**src/rtl/uart_pkg.sv**
```systemverilog
// Shared UART definitions for the RS-232 transmitter and receiver:
// frame state encoding, data-width limits and default oversample rate.
package uart_pkg;

  typedef enum logic [2:0] {
    IDLE,
    START,
    DATA,
    PARITY,
    STOP
  } uart_state_e;

  localparam int unsigned UART_NBITS_MIN      = 5;
  localparam int unsigned UART_NBITS_MAX      = 8;
  localparam int unsigned UART_OVERSAMPLE_DEF = 16;

  function automatic logic [3:0] uart_clamp_nbits(input logic [3:0] n);
    logic [3:0] r;
    r = n;
    if (n < 4'(UART_NBITS_MIN)) r = 4'(UART_NBITS_MIN);
    if (n > 4'(UART_NBITS_MAX)) r = 4'(UART_NBITS_MAX);
    return r;
  endfunction

endpackage

```
**src/rtl/uart_tx_baudcnt.sv**
```systemverilog
// Per-bit Tick counter: pulses bit_end on the cycle that carries the
// OVERSAMPLE-th Tick of the current bit period.
module uart_tx_baudcnt
  import uart_pkg::*;
#(
  parameter int unsigned OVERSAMPLE = UART_OVERSAMPLE_DEF
) (
  input  logic Clk,
  input  logic Rst_n,
  input  logic clr,
  input  logic Tick,
  output logic bit_end
);

  localparam logic [3:0] LAST = 4'(OVERSAMPLE - 1);

  logic [3:0] cnt;

  always_ff @(posedge Clk or negedge Rst_n) begin
    if (!Rst_n)       cnt <= '0;
    else if (clr)     cnt <= '0;
    else if (Tick)    cnt <= (cnt == LAST) ? '0 : cnt + 4'd1;
  end

  assign bit_end = Tick && !clr && (cnt == LAST);

endmodule

```
**src/rtl/uart_rs232_tx.sv**
```systemverilog
// RS-232 frame transmitter: start bit, 5-8 data bits LSB first, optional
// parity (macro UART_TX_PARITY_EN), then STOP_BITS stop bits.
module uart_rs232_tx
  import uart_pkg::*;
#(
  parameter int unsigned OVERSAMPLE = UART_OVERSAMPLE_DEF,
  parameter int unsigned STOP_BITS  = 1
) (
  input  logic       Clk,
  input  logic       Rst_n,
  input  logic       Tick,
  input  logic       TxEn,
  input  logic       TxStart,
`ifdef UART_TX_PARITY_EN
  input  logic       ParOdd,
`endif
  input  logic [7:0] TxData,
  input  logic [3:0] NBits,
  output logic       Tx,
  output logic       TxBusy,
  output logic       TxDone
);

  uart_state_e state, state_n;
  logic [7:0]  shreg, shreg_n;
  logic [3:0]  nbits_q, nbits_n, nbits_c;
  logic [2:0]  bitcnt, bitcnt_n;
  logic        tx_n, busy_n, done_n;
  logic        bit_end, clr;
`ifdef UART_TX_PARITY_EN
  logic        par_q, par_n;
  logic [7:0]  mask;
`endif

  assign nbits_c = uart_clamp_nbits(NBits);
  // Counter held cleared in IDLE so a Tick on the accept edge is not counted
  assign clr = (state == IDLE) || !TxEn;

  uart_tx_baudcnt #(.OVERSAMPLE(OVERSAMPLE)) u_baudcnt (
    .Clk     (Clk),
    .Rst_n   (Rst_n),
    .clr     (clr),
    .Tick    (Tick),
    .bit_end (bit_end)
  );

  always_comb begin
    state_n  = state;
    shreg_n  = shreg;
    nbits_n  = nbits_q;
    bitcnt_n = bitcnt;
    done_n   = 1'b0;
`ifdef UART_TX_PARITY_EN
    par_n    = par_q;
    mask     = ~(8'hFF << nbits_c);
`endif
    case (state)
      IDLE: begin
        if (TxStart && TxEn) begin
          state_n  = START;
          shreg_n  = TxData;
          nbits_n  = nbits_c;
          bitcnt_n = '0;
`ifdef UART_TX_PARITY_EN
          par_n    = (^(TxData & mask)) ^ ParOdd;
`endif
        end
      end
      START: if (bit_end) state_n = DATA;
      DATA: begin
        if (bit_end) begin
          shreg_n = shreg >> 1;
          if ({1'b0, bitcnt} == nbits_q - 4'd1) begin
            bitcnt_n = '0;
`ifdef UART_TX_PARITY_EN
            state_n  = PARITY;
`else
            state_n  = STOP;
`endif
          end else begin
            bitcnt_n = bitcnt + 3'd1;
          end
        end
      end
`ifdef UART_TX_PARITY_EN
      PARITY: if (bit_end) state_n = STOP;
`endif
      STOP: begin
        if (bit_end) begin
          if (bitcnt == 3'(STOP_BITS - 1)) begin
            state_n  = IDLE;
            bitcnt_n = '0;
            done_n   = 1'b1;
          end else begin
            bitcnt_n = bitcnt + 3'd1;
          end
        end
      end
      default: state_n = IDLE;
    endcase

    // Abort overrides completion
    if (state != IDLE && !TxEn) begin
      state_n  = IDLE;
      bitcnt_n = '0;
      done_n   = 1'b0;
    end

    // Outputs are registered from the next state so levels change on the bit-end edge
    case (state_n)
      START:   tx_n = 1'b0;
      DATA:    tx_n = shreg_n[0];
`ifdef UART_TX_PARITY_EN
      PARITY:  tx_n = par_q;
`endif
      default: tx_n = 1'b1;
    endcase
    busy_n = (state_n != IDLE);
  end

  always_ff @(posedge Clk or negedge Rst_n) begin
    if (!Rst_n) begin
      state   <= IDLE;
      shreg   <= '0;
      nbits_q <= '0;
      bitcnt  <= '0;
      Tx      <= 1'b1;
      TxBusy  <= 1'b0;
      TxDone  <= 1'b0;
    end else begin
      state   <= state_n;
      shreg   <= shreg_n;
      nbits_q <= nbits_n;
      bitcnt  <= bitcnt_n;
      Tx      <= tx_n;
      TxBusy  <= busy_n;
      TxDone  <= done_n;
    end
  end

`ifdef UART_TX_PARITY_EN
  always_ff @(posedge Clk or negedge Rst_n) begin
    if (!Rst_n) par_q <= 1'b0;
    else        par_q <= par_n;
  end
`endif

endmodule

```
**config.mk**
```make
export PLATFORM = sky130hd
export DESIGN_NAME = uart_rs232_tx
export DESIGN_NICKNAME = d
export VERILOG_FILES = /design/src/rtl/uart_pkg.sv /design/src/rtl/uart_tx_baudcnt.sv /design/src/rtl/uart_rs232_tx.sv
export SDC_FILE = /design/constraint.sdc
export NUM_CORES = 1
export LEC_CHECK = 0
export ABC_CLOCK_PERIOD_IN_PS = 2700
export BUFFER_PORTS_ARGS = -buffer_cell sky130_fd_sc_hd__buf_2
export CAP_MARGIN = 20
export CELL_PAD_IN_SITES_DETAIL_PLACEMENT = 0
export CELL_PAD_IN_SITES_GLOBAL_PLACEMENT = 1
export CORE_MARGIN = 5
export CORE_UTILIZATION = 43
export CTS_CLUSTER_SIZE = 14
export DETAILED_ROUTE_END_ITERATION = 16
export GPL_TIMING_DRIVEN = 0
export PLACE_DENSITY_LB_ADDON = 0.3
export SYNTH_ARGS = -nofsm -noshare
export SYNTH_HDL_FRONTEND = slang
export SYNTH_HIERARCHICAL = 1
export SYNTH_SLANG_ARGS = --single-unit
```
**constraint.sdc**
```tcl
create_clock -name Clk -period 2.7 [get_ports Clk]
set_clock_uncertainty 0.15 [all_clocks]
set_input_delay 0.27 -clock Clk [delete_from_list [all_inputs] [get_ports Clk]]
set_output_delay 0.27 -clock Clk [all_outputs]
set_load 0.005 [all_outputs]
```
# After elaboration in Yosys (flattened, before gate mapping)
# Cells that the tools add are included.
[classes]
muxes = 28
eq_ne = 12
n_reduce_logical = 17
addsub = 3
order_cmp = 2
[ops]
columns = ["operator", "n"]
rows = [
  ["$mux 3", 13],
  ["$mux 4", 5],
  ["$mux 8", 2],
  ["$pmux 8 s2", 1],
  ["$pmux 3 s4", 1],
  ["$pmux 3 s3", 1],
  ["$eq 3x1->1 const B", 2],
  ["$eq 3x2->1 const B", 2],
  ["$logic_not 3->1", 2],
  ["$ne 3x3->1 const B", 2],
  ["$reduce_bool 3->1", 2],
  ["$add 4x1->4 const B", 1],
  ["$eq 3x4->1", 1],
  ["$eq 4x4->1 const B", 1],
  ["$gt 4x4->1 const B", 1],
  ["$logic_and 1x1->1", 4],
  ["$lt 4x3->1 const B", 1],
  ["$mux 1", 4],
  ["$reduce_and 4->1", 1],
  ["$reduce_bool 2->1", 2],
  ["$reduce_bool 4->1", 1],
  ["$sub 4x1->4 const B", 1],
  ["$add 3x1->3 const B", 1],
  ["$eq 3x3->1 const B", 1],
  ["other kinds (8)", 9],
]
[word_totals]
register_bits = 25
output_inout_bits = 3

# Longest topological paths before layout
# Gate-level depths: netlist of run 1.
[logic_depth]
depth_word = 10
depth_mapped = 8
mapped_depth_nobuf = 8

# By module
# Netlist of run 1, hierarchy kept.
[modules_own_cells]
columns = ["mod", "instances", "seq_area_each_um2", "area_per_inst_um2", "cells_each"]
rows = [
  ["uart_rs232_tx", 1, 526.8, 1161.1, 120],
  ["uart_tx_baudcnt", 1, 100.1, 202.7, 21],
]

# Worst setup path after synthesis of run 1
# No wires, ideal clock.
[synth_path]
path_type = "flip-flop to flip-flop"
startpoint = "reg state[0]"
endpoint = "reg Tx"
slack_ns = 0.501
required_time_ns = 2.473
arrival_time_ns = 1.971
setup_time_ns = 0.077
path_buffers = 1
synth_period_minus_slack_ns = 2.199
stages_incl_launch_ff = 8
cell_sequence = "dfrtp_1 buf_4 o31ai_1 nor3_1 inv_1 mux2i_1 or3_2 o21a_1"
[synth_between]
elab_chain_len = 10
elab_cells_between_ends = 23
classes_between = "eq/ne: 5; mux: 11; reduce/logical: 7"
[synth_rtl]
columns = ["element", "line_no", "rtl"]
rows = [
  ["start: declaration", "uart_rs232_tx.sv:24", "uart_state_e state, state_n;"],
  ["start signal: assignment", "uart_rs232_tx.sv:131", "state <= state_n;"],
  ["$logic_not 3->1 (*)", "uart_rs232_tx.sv:37", "assign clr = (state == IDLE) || !TxEn;"],
  ["$logic_or 1x1->1 (*)", "uart_rs232_tx.sv:37", ""],
  ["net clr", "uart_rs232_tx.sv:29", "logic bit_end, clr;"],
  ["$logic_not 1->1 (*)", "uart_tx_baudcnt.sv:25", "assign bit_end = Tick && !clr && (cnt == LAST);"],
  ["$logic_and 1x1->1 (*) (2 in a row)", "uart_tx_baudcnt.sv:25", ""],
  ["net bit_end", "uart_rs232_tx.sv:29", ""],
  ["$mux 3 (on tied branches)", "uart_rs232_tx.sv:89, uart_rs232_tx.sv:69, uart_rs232_tx.sv:71", ""],
  ["$pmux 3 s4", "uart_rs232_tx.sv:57", "case (state)"],
  ["$mux 3", "uart_rs232_tx.sv:103", "if (state != IDLE && !TxEn) begin"],
  ["$eq 3x2->1 / $eq 3x1->1 (equally long branches)", "uart_rs232_tx.sv:110", "case (state_n)"],
  ["$pmux 1 s2 (*)", "uart_rs232_tx.sv:110", ""],
  ["net tx_n", "uart_rs232_tx.sv:28", "logic tx_n, busy_n, done_n;"],
  ["end signal: assignment", "uart_rs232_tx.sv:135", "Tx <= tx_n;"],
  ["end: declaration", "uart_rs232_tx.sv:19", "output logic Tx,"],
]
# The timed path passes the listed nets; every way through them passes the cells marked *. The select of a mux whose other input is x is not followed.
# A chain may end at the register's enable or synchronous reset.

# Worst setup path after layout of run 1
[layout_path]
startpoint = "reg state[0]"
endpoint = "reg Tx"
[layout_between]
elab_cells_between_ends = 23
classes_between = "eq/ne: 5; mux: 11; reduce/logical: 7"
[layout_rtl]
columns = ["element", "line_no", "rtl"]
rows = [
  ["$logic_not 3->1", "uart_rs232_tx.sv:37", ""],
  ["$logic_or 1x1->1", "uart_rs232_tx.sv:37", ""],
  ["net clr", "uart_rs232_tx.sv:29", ""],
  ["$logic_not 1->1", "uart_tx_baudcnt.sv:25", ""],
  ["$logic_and 1x1->1 (2 in a row)", "uart_tx_baudcnt.sv:25", ""],
  ["net bit_end", "uart_rs232_tx.sv:29", ""],
  ["$mux 8", "uart_rs232_tx.sv:71", "if (bit_end) begin"],
  ["$pmux 8 s2", "uart_rs232_tx.sv:57", ""],
  ["net shreg_n[0]", "uart_rs232_tx.sv:25", "logic [7:0] shreg, shreg_n;"],
  ["$pmux 1 s2", "uart_rs232_tx.sv:110", ""],
  ["net tx_n", "uart_rs232_tx.sv:28", ""],
]
# The timed path passes the listed nets, and every way through them passes these cells. The select of a mux whose other input is x is not followed.

==> summary.md, run 1 <==
| Metric | Value |
|---|---|
| Outcome | finished clean |
| Clock power share | ~22% |
| WL final | around 2600 µm |
| Global Route Usage Sum | between 10% and 20% |
| CTS tree | built |
| Critical path endpoint category | register |
| Initial drt markers | 65 |
| DRT antenna net count | 0 |
| PortBufs | 19 |
| Switching power | between 0.2 and 0.25 mW |
| Cells after Synth | between 100 and 150 |
| Critical Path AT | about 2600 ps |
| # DRC | 0 |
| Clock sink total | 25 |
| Num rows | 20 |
| # H-tree levels | 1 |
| Total Nets Final | 191 |
| Max frequency | between 0.4 and 0.5 GHz |
| Cell area after synthesis | approximately 0.0014 mm² |
| Hold Crit Class | in -> reg |
| Warnings, synthesis | 6 |
| Via-to-Cell Ratio | between 5 and 6 |
| Maxcap violations | 0 |
| Layout cells sized above 1 | approximately 23% |
| Footprint of the multi-input gates | around 680 µm² |
| Routed vias | ~1100 |
| Design area | 0.00160 mm² |
| Fin. max-slew vios | 0 |
| DP Area | 0.00151 mm² |
| Total gr overflow | 0 |
| Power Density | around 460 mW/mm² |
| GP Congestion | between 0.7 and 0.8 |
| Die Wd | 66.3 µm |
| Root Buffer | clkbuf_4 |
| CORE AREA | a little over 0.003 mm² |
| Synth Flop Type | dfrtp_1 |
| Post-DP HPWL | 2000 µm |
| I/O pin cnt | 20 |
| Post-layout util | between 50% and 60% |
| CTS buffer count | 3 |
| Worst Path Max Fanout | 10 |
| Antenna violations before repair | 0 |
| Unrepaired setup endpoints after global routing | no |
| CP Launch Type | register |
| Sw frac | between 20% and 30% |
| Clk Latency, worst-skew pair | between 300 and 400 ps |
| Final Setup Violations | 0 |
| Synthesized Nets | between 150 and 200 |
| Fillers | 310 |
| Yosys top cell by area | dfrtp_1 |
| Syn Area/Cell | between 9 and 10 µm² |
| Final setup TNS | 0 ps |
| Crit Path Class | reg -> reg |
| First-pass GRT wire length | around 4600 µm |
| Maximum vdd ir drop | about 300 µV |
| Starting Density | between 40 and 50% |
| Drt pass-1 iters | 4 |
| Sequential standard cell area | around 630 µm² |
| Seq pwr share | between 50% and 60% |
| Worst rel slew slack | between 40% and 50% |
| Netlist cell types | 43 |
| Routed WL per cell | approximately 12 µm |
| Min cycle time layout | ~2500 ps |
| Internal power | ~0.53 mW |
| Die Area | 0.00440 mm² |
| Reg2Reg Setup Slack | roughly 220 ps |
| Worst slew pin tran | between 700 and 800 ps |
| Clk buf depth | 2 |
| Vias in the first global route | between 1000 and 1500 |
| Asr flop ratio synth | between 90% and 100% |
| Die height | around 66 µm |
| Antenna diodes | 0 |
| P&R area growth vs syn | 17.1% |
| Comb pwr share | between 10% and 20% |
| Yosys top cell area share | 44.0% |
| Commonest cells post-synth | nand2_1 (28), dfrtp_1 (24), nor2_1 (11) |
| Top-count cell post-synth | nand2_1 |
| Synth area leaders | dfrtp_1 (44%), nand2_1 (7.7%), ha_1 (3.7%) |
| Final Hold Fails | 0 |
| Req. time, crit path | 2820 ps |
| Post-synth EDFFs | 0 |
| Worst-path clk slew | approximately 140 ps |
| Leak pwr | between 0.8 and 0.9 nW |
| Largest net degree at the start of global routing | 26 |
| Register bit total from synthesis | 25 |
| Sequential fraction of the synthesis area | a little under half |
| Tcrit/Tclk final | between 90 and 100% |
kinds of logic (layout without fill, tap and decap cells):
| logic type | count (synthesis) | after routing | synth area share (%) |
|---|---|---|---|
| and+or+nand+nor | 55 | 55 | 20.2 |
| buffers and inverters | 13 | 41 | 4.77 |
| xor gates and xnor gates | 4 | 4 | 2.57 |
| DFF | 25 | 25 | 46.0 |
| AOI/OAI and AO/OA | 36 | 36 | 19.8 |
| muxes | 3 | 3 | 2.20 |
| adders and majority gates | 5 | 5 | 4.50 |
flip-flops by register name (all words and copies together) (netlist names):
signal         cells
u_baudcnt/cnt      4
TxDone             1
nbits_q            4
TxBusy             1
shreg              8
bitcnt             3
Tx                 1
state              3
worst paths after layout:
kind / start / cells past startpoint / end
max: state[0] / 8 / Tx
min: TxData[3] / 3 / shreg[3]
max reg2reg: state[0] / 8 / Tx
min reg2reg: shreg[1] / 2 / shreg[1]
max in group asynchronous: Rst_n / 2 / nbits_q[2]
min in group asynchronous: Rst_n / 2 / state[0]
layout make-up:
type / instances / share of cell area, %
timing repair buffer: 24 / 9.09
tap: 44 / 3.45
clock buffer: 3 / 1.41
clock inverter: 1 / 0.313
multi-input combinational: 103 / 42.4
inverter: 9 / 2.12
buffer: 4 / 1.96
sequential: 25 / 39.3
power groups by stage:
stage                     logic, mW  clock network, mW  registers, mW
after detailed placement      0.129                  0          0.444
after CTS                     0.136              0.175          0.437
after global placement        0.126                  0          0.442
final                         0.134              0.163          0.436
after floorplan              0.0894                  0          0.438
after global routing          0.153              0.189          0.442
repair_timing:
action	CTS	global route
setup buffers	0	0
setup endpoints to repair	0	5
hold endpoints to repair	29	0
resized for setup	0	1
hold buffers	5	0
cells in the final DEF, fill, tap and decap left out, types with 2 or more instances in the layout:
| master | instances |
|---|---|
| clkbuf_4 | 3 |
| mux2i_1 | 3 |
| buf_2 | 20 |
| a31oi_1 | 4 |
| o31ai_2 | 2 |
| ha_1 | 4 |
| nor2b_1 | 2 |
| nand2_1 | 28 |
| dfrtp_1 | 24 |
| nor2_1 | 11 |
| a22oi_1 | 6 |
| buf_4 | 2 |
| o31ai_1 | 2 |
| xor2_1 | 3 |
| o21a_1 | 3 |
| a21oi_1 | 5 |
| dlygate4sd3_1 | 5 |
| a21o_1 | 2 |
| nor3_1 | 3 |
| a22o_1 | 3 |
| inv_1 | 9 |
per-layer routing:
metal	routed length (µm)	up-vias	GRT usage [%]
li1	-	552	-
met1	1180	517	15.7
met2	1320	22	24.5
met3	112	2	2.38
met4	21	0	5.08
met5	0	-	0
worst max-delay path, stage by stage, from the launching register on:
cell and delay [ps]:
dfrtp_1 370, buf_4 170, o31ai_2 120, nor3_1 660, inv_1 260, nor2_8 240, nor2_4 90, a21o_1 200
o21a_1 170
metrics by stage:
| stage | power (mW) | instances | setup WS [ps] | hold WS [ps] |
|---|---|---|---|---|
| 3_3_place_gp | 0.568 | 204 | 162 | 139 |
| 3_5_place_dp | 0.573 | 204 | 137 | 144 |
| 2_1_floorplan | 0.527 | 141 | 501 | -176 |
| 6_report | 0.733 | 213 | 216 | 17.0 |
| 4_1_cts | 0.748 | 213 | 98.3 | 1.85 |
| 5_1_grt | 0.785 | 213 | 26.1 | 13.1 |
No activity file was read; power rests on OpenSTA's default activity.
==> run 2: changes to the inputs <==
RECOVER_POWER = 50   (was unset)
==> run 2 against run 1 <==
Against the previous run: worst hold slack unchanged; worst setup slack unchanged; clock power about the same; global-route usage unchanged; clock-buffer cell count unchanged; wire length about the same; flip-flop and latch count unchanged; total power about the same; sequential power about the same; fmax unchanged; largest power group unchanged.
==> summary.md, run 2 (synthesis results as in run 1) <==
| Metric | Value |
|---|---|
| Outcome | finished clean |
| Req. time, crit path | approximately 2800 ps |
| Power Density | ~460 mW/mm² |
| Die Area | roughly 0.0044 mm² |
| Post-DP HPWL | around 2000 µm |
| Starting Density | ~45% |
| Unrepaired setup endpoints after global routing | no |
| CTS buffer count | 3 |
| Maximum vdd ir drop | between 200 and 300 µV |
| Setup WS post-layout | 216 ps |
| WHS | about 17 ps |
| Drt pass-1 iters | 4 |
| CP Launch Type | register |
| Inst Count DP | 204 |
| Most flop-heavy register | shreg |
| Final setup TNS | 0 ps |
| Place WS | 137 ps |
| Worst Path Max Fanout | 10 |
| First-pass GRT wire length | roughly 4600 µm |
| Hold Crit Class | in -> reg |
| Largest register FFs | 8 |
| Layout cells sized above 1 | 22.5% |
| # H-tree levels | 1 |
| GP Congestion | just under 0.8 |
| PortBufs | 19 |
| Final Hold Fails | 0 |
| Crit Path Class | reg -> reg |
| Tcrit/Tclk final | about 92% |
| Clk Latency, worst-skew pair | approximately 310 ps |
| Antenna violations before repair | 0 |
| CORE AREA | about 0.0031 mm² |
| Via-to-Cell Ratio | approximately 5.1 |
| M1 GR Usage | 15.7% |
| Final Setup Violations | 0 |
| # DRC | 0 |
| Critical path endpoint category | register |
| Leak pwr | approximately 0.80 nW |
| Max frequency | slightly above 0.4 GHz |
| Maxcap violations | 0 |
| WL final | between 2000 and 3000 µm |
| Met2 usage | 24.5% |
| CTS tree | built |
| Clk buf depth | 2 |
| Die Wd | between 60 and 70 µm |
| Worst rel slew slack | 13.5% |
| Top Registers | shreg (8), nbits_q (4), u_baudcnt/cnt (4) |
| Vias in the first global route | about 1100 |
| Min cycle time layout | 2480 ps |
| I/O pin cnt | 20 |
| Antenna diodes | 0 |
| Routed WL per cell | about 12 µm |
| Root Buffer | clkbuf_4 |
| P&R area growth vs syn | 17.0% |
| Worst slew pin tran | between 1000 and 1500 ps |
| Commonest cells after routing, fill and taps aside | nand2_1 (28), dfrtp_1 (24), buf_2 (19) |
| Largest net degree at the start of global routing | 26 |
| Total gr overflow | 0 |
| Fin. max-slew vios | 0 |
| GR met3 Demand/Resource | about 2.4% |
| Routed vias | roughly 1100 |
| Clock sink total | 25 |
| Non-Filler Instances | 213 |
| DRT antenna net count | 0 |
| Worst-path clk slew | 140 ps |
| Grt peak-use layer | met2 |
| Num rows | 20 |
| Commonest non-fill, non-tap cell in the layout | nand2_1 |
| Total Nets Final | 191 |
| Global Route Usage Sum | around 14% |
| Critical Path AT | approximately 2600 ps |
| Die height | 66.3 µm |
| Initial drt markers | 65 |
[run 2: changes by cell type in the layout (fill, tap and decap cells not counted), sizes merged]
| cell | before | now |
|---|---|---|
| clkbuf | 3 | 4 |
| buf | 23 | 22 |
[run 2: layout make-up]
cell class | count | area (µm²)
Buffer | 4 | 31.3
Clock buffer | 3 | 22.5
Clock inverter | 1 | 5.00
Fill cell | 310 | 1460
Inverter | 9 | 33.8
Multi-Input combinational cell | 103 | 677
Sequential cell | 25 | 627
Tap cell | 44 | 55.1
Timing Repair Buffer | 24 | 144
[run 2: layer usage]
layer | part of all wire, % | vias to the layer above
met4 | 0.80 | 0
li1 | - | 552
met1 | 45 | 517
met5 | 0 | -
met2 | 50 | 22
met3 | 4.3 | 2
[run 2: final timing paths]
kind,cells past startpoint,startpoint,to,slack [ps]
max reg2reg,8,state[0],Tx,220
max in group asynchronous,2,Rst_n,nbits_q[2],1040
min,3,TxData[3],shreg[3],20
min in group asynchronous,2,Rst_n,state[0],600
max,8,state[0],Tx,220
min reg2reg,2,shreg[1],shreg[1],350
[run 2: per-stage QoR]
stage	power, mW	instance area [µm²]	utilization, %
global placement	0.568	1510	49.6
CTS	0.748	1590	52.1
finish	0.733	1600	52.3
global route	0.785	1600	52.3
detailed placement	0.573	1510	49.6
floorplan	0.527	1360	-
[run 2: report_power, final]
| part | total (mW) | internal, mW | switching (mW) |
|---|---|---|---|
| clock | 0.163 | 0.0553 | 0.108 |
| sequential | 0.436 | 0.411 | 0.0251 |
| combinational | 0.133 | 0.0637 | 0.0698 |
| total | 0.733 | 0.530 | 0.203 |
[run 2: repair_timing]
action	CTS	global route
setup endpoints to repair	0	5
endpoints found under the hold margin	29	0
hold buffers	5	0
buffers inserted	0	0
gates resized for setup	0	1
[run 2: worst max-delay path, cell delays in order (launching register included)]
cell and delay (ps):
dfrtp_1 370, buf_4 170, o31ai_2 120, nor3_1 660, inv_1 260, nor2_8 240, nor2_4 90, a21o_1 200
o21a_1 170
==> run 3: changes to the inputs <==
GPL_TIMING_DRIVEN = unset   (was 0)
HOLD_SLACK_MARGIN = 0.02   (was unset)
==> run 3 against run 2 <==
Against the previous run: combinational power rose by 3%; clock-buffer cell count is the same; worst hold slack better by 30 ps; register-to-register slack better by 80 ps; highest routed layer unchanged; non-clock buffer count increased by 1; first-iteration DRC count down 43%; via count about the same; clock power rose by 4%; flip-flop and latch count stayed put; wire length increased by 3.4%.
==> summary.md, run 3 (synthesis results as in run 1) <==
| Metric | Value |
|---|---|
| Outcome | finished clean |
| Leak pwr | between 0.8 and 0.9 nW |
| CP bufs+invs | 1 |
| Inst Count DP | approximately 200 |
| Commonest cells after routing, fill and taps aside | nand2_1 (28), dfrtp_1 (24), buf_2 (18) |
| # DRC | 0 |
| Commonest non-fill, non-tap cell in the layout | nand2_1 |
| Worst slew pin tran | approximately 1300 ps |
| Die Area | roughly 0.0044 mm² |
| Clk Latency, worst-skew pair | around 320 ps |
| Worst rel slew slack | between 10 and 15% |
| CTS buffer count | 3 |
| CP max stage delay | slightly above 600 ps |
| P&R area growth vs syn | 18.2% |
| Non-Filler Instances | around 210 |
| Maximum vdd ir drop | between 200 and 300 µV |
| Largest net degree at the start of global routing | 26 |
| CTS tree | built |
| WL final | 2710 µm |
| WHS Path Cells | 3 |
| Root Buffer | clkbuf_4 |
| Hold path start | NBits[2] |
| Crit Path Class | reg -> reg |
| Min cycle time layout | about 2400 ps |
| Slowest cell on crit path | o31ai_1 |
| Design area | 0.00161 mm² |
| WHS | around 47 ps |
| Die Wd | about 66 µm |
| Starting Density | ~45% |
| R2R cell count | 6 |
| Req. time, crit path | around 2800 ps |
| Clock sink total | 25 |
| Drt pass-1 iters | 4 |
| Top Registers | shreg (8), nbits_q (4), u_baudcnt/cnt (4) |
| Unrepaired setup endpoints after global routing | no |
| Max frequency | around 0.42 GHz |
| Post-DP HPWL | 2000 µm |
| Antenna diodes | 0 |
| Most flop-heavy register | shreg |
| Final setup TNS | 0 ps |
| Die height | 66.3 µm |
| Reg-to-reg endpoint | TxBusy |
| Antenna violations before repair | 0 |
| DP Area | ~0.0015 mm² |
| Initial drt markers | 37 |
| PortBufs | 19 |
| Total gr overflow | 0 |
| Seq pwr share | between 50% and 60% |
| Fin. max-slew vios | 0 |
| # H-tree levels | 1 |
| Global Route Usage Sum | between 10% and 20% |
| Routed WL per cell | 12.7 µm |
| Hold Crit Class | in -> reg |
| Worst Hold End | nbits_q[1] |
| Comb pwr share | approximately 18% |
| Switching power | between 0.2 and 0.25 mW |
| Largest register FFs | 8 |
| Sw frac | 28.3% |
| Total Nets Final | ~190 |
| Final Hold Fails | 0 |
| DRT antenna net count | 0 |
| Tcrit/Tclk final | around nine tenths |
| Cell breakdown of the critical path | o31ai_1 > nor3_2 > inv_1 > mux2i_1 > or3_2 > o211ai_1 |
| Routed vias | around 1100 |
| GP Congestion | 0.776 |
| Critical Path AT | 2500 ps |
| I/O pin cnt | 20 |
| CORE AREA | a little over 0.003 mm² |
| Vias in the first global route | between 1000 and 1500 |
| Power Density | about 460 mW/mm² |
| Maxcap violations | 0 |
| Via-to-Cell Ratio | between 5 and 6 |
| Delay-heaviest family, CP | compound AO/OA/AOI/OAI gates |
| Critical path endpoint category | register |
| CP Launch Type | register |
| Worst Path Max Fanout | 10 |
| Place WS | between 200 and 300 ps |
| Clk buf depth | 2 |
| Clock power share | between 20% and 30% |
| First-pass GRT wire length | 4640 µm |
| Internal power | 0.533 mW |
| Layout cells sized above 1 | between 20% and 30% |
| Worst-path clk slew | between 100 and 150 ps |
| Num rows | 20 |
| Reg2Reg Setup Slack | ~300 ps |
| Final Setup Violations | 0 |
| Setup WS post-layout | between 200 and 300 ps |
| Critical R2R Launch | state[1] |
run 3: tightest hold or removal path: cells and delay by family:
kind                   cells  cell delay [ps]
AND/OR/NAND/NOR            1               70
buffers and inverters      1               90
AO/OA/AOI/OAI              1               60
run 3: timing repair:
| item | CTS | global route |
|---|---|---|
| hold buffers | 9 | 0 |
| hold endpoints to repair | 33 | 0 |
| resized for setup | 0 | 1 |
| endpoints found under the setup margin | 0 | 1 |
| buffers inserted | 0 | 0 |
run 3: area by class of cell:
cell class                      instances  area (µm²)
Fill cell                             304        1440
Multi-Input combinational cell        103         677
Sequential cell                        25         627
Timing Repair Buffer                   29         191
Tap cell                               44        55.1
Inverter                                9        33.8
Clock buffer                            3        22.5
Clock inverter                          1        5.00
run 3: through the flow:
stage          power (mW)  utilization [%]
2_1_floorplan       0.527                -
3_3_place_gp        0.569             48.8
3_5_place_dp        0.573             48.8
4_1_cts             0.755             52.7
5_1_grt             0.795             52.8
6_report            0.743             52.8
run 3: power by group through the flow:
stage | clock network [mW] | registers [mW] | logic [mW]
6_report | 0.169 | 0.437 | 0.137
5_1_grt | 0.194 | 0.443 | 0.157
4_1_cts | 0.178 | 0.438 | 0.139
3_5_place_dp | 0 | 0.445 | 0.128
3_3_place_gp | 0 | 0.444 | 0.125
2_1_floorplan | 0 | 0.438 | 0.0894
run 3: how the worst max path moves through the flow:
stage               cells after the start  slack (ps)     end      from
finish                                  6         300  TxBusy  state[1]
global route                            6         100  TxBusy  state[1]
CTS                                     7         240      Tx  state[1]
detailed placement                      7         270      Tx  state[1]
global placement                        7         350      Tx  state[1]
floorplan                               7         500      Tx  state[0]
run 3: per-layer routing:
layer	up-vias	wire length, µm	share of wire (%)	GRT usage [%]
li1	552	-	-	-
met1	508	1260	46	17.4
met2	28	1320	49	22.6
met3	4	109	4.0	2.55
met4	0	27	1.0	4.57
met5	-	0	0	0
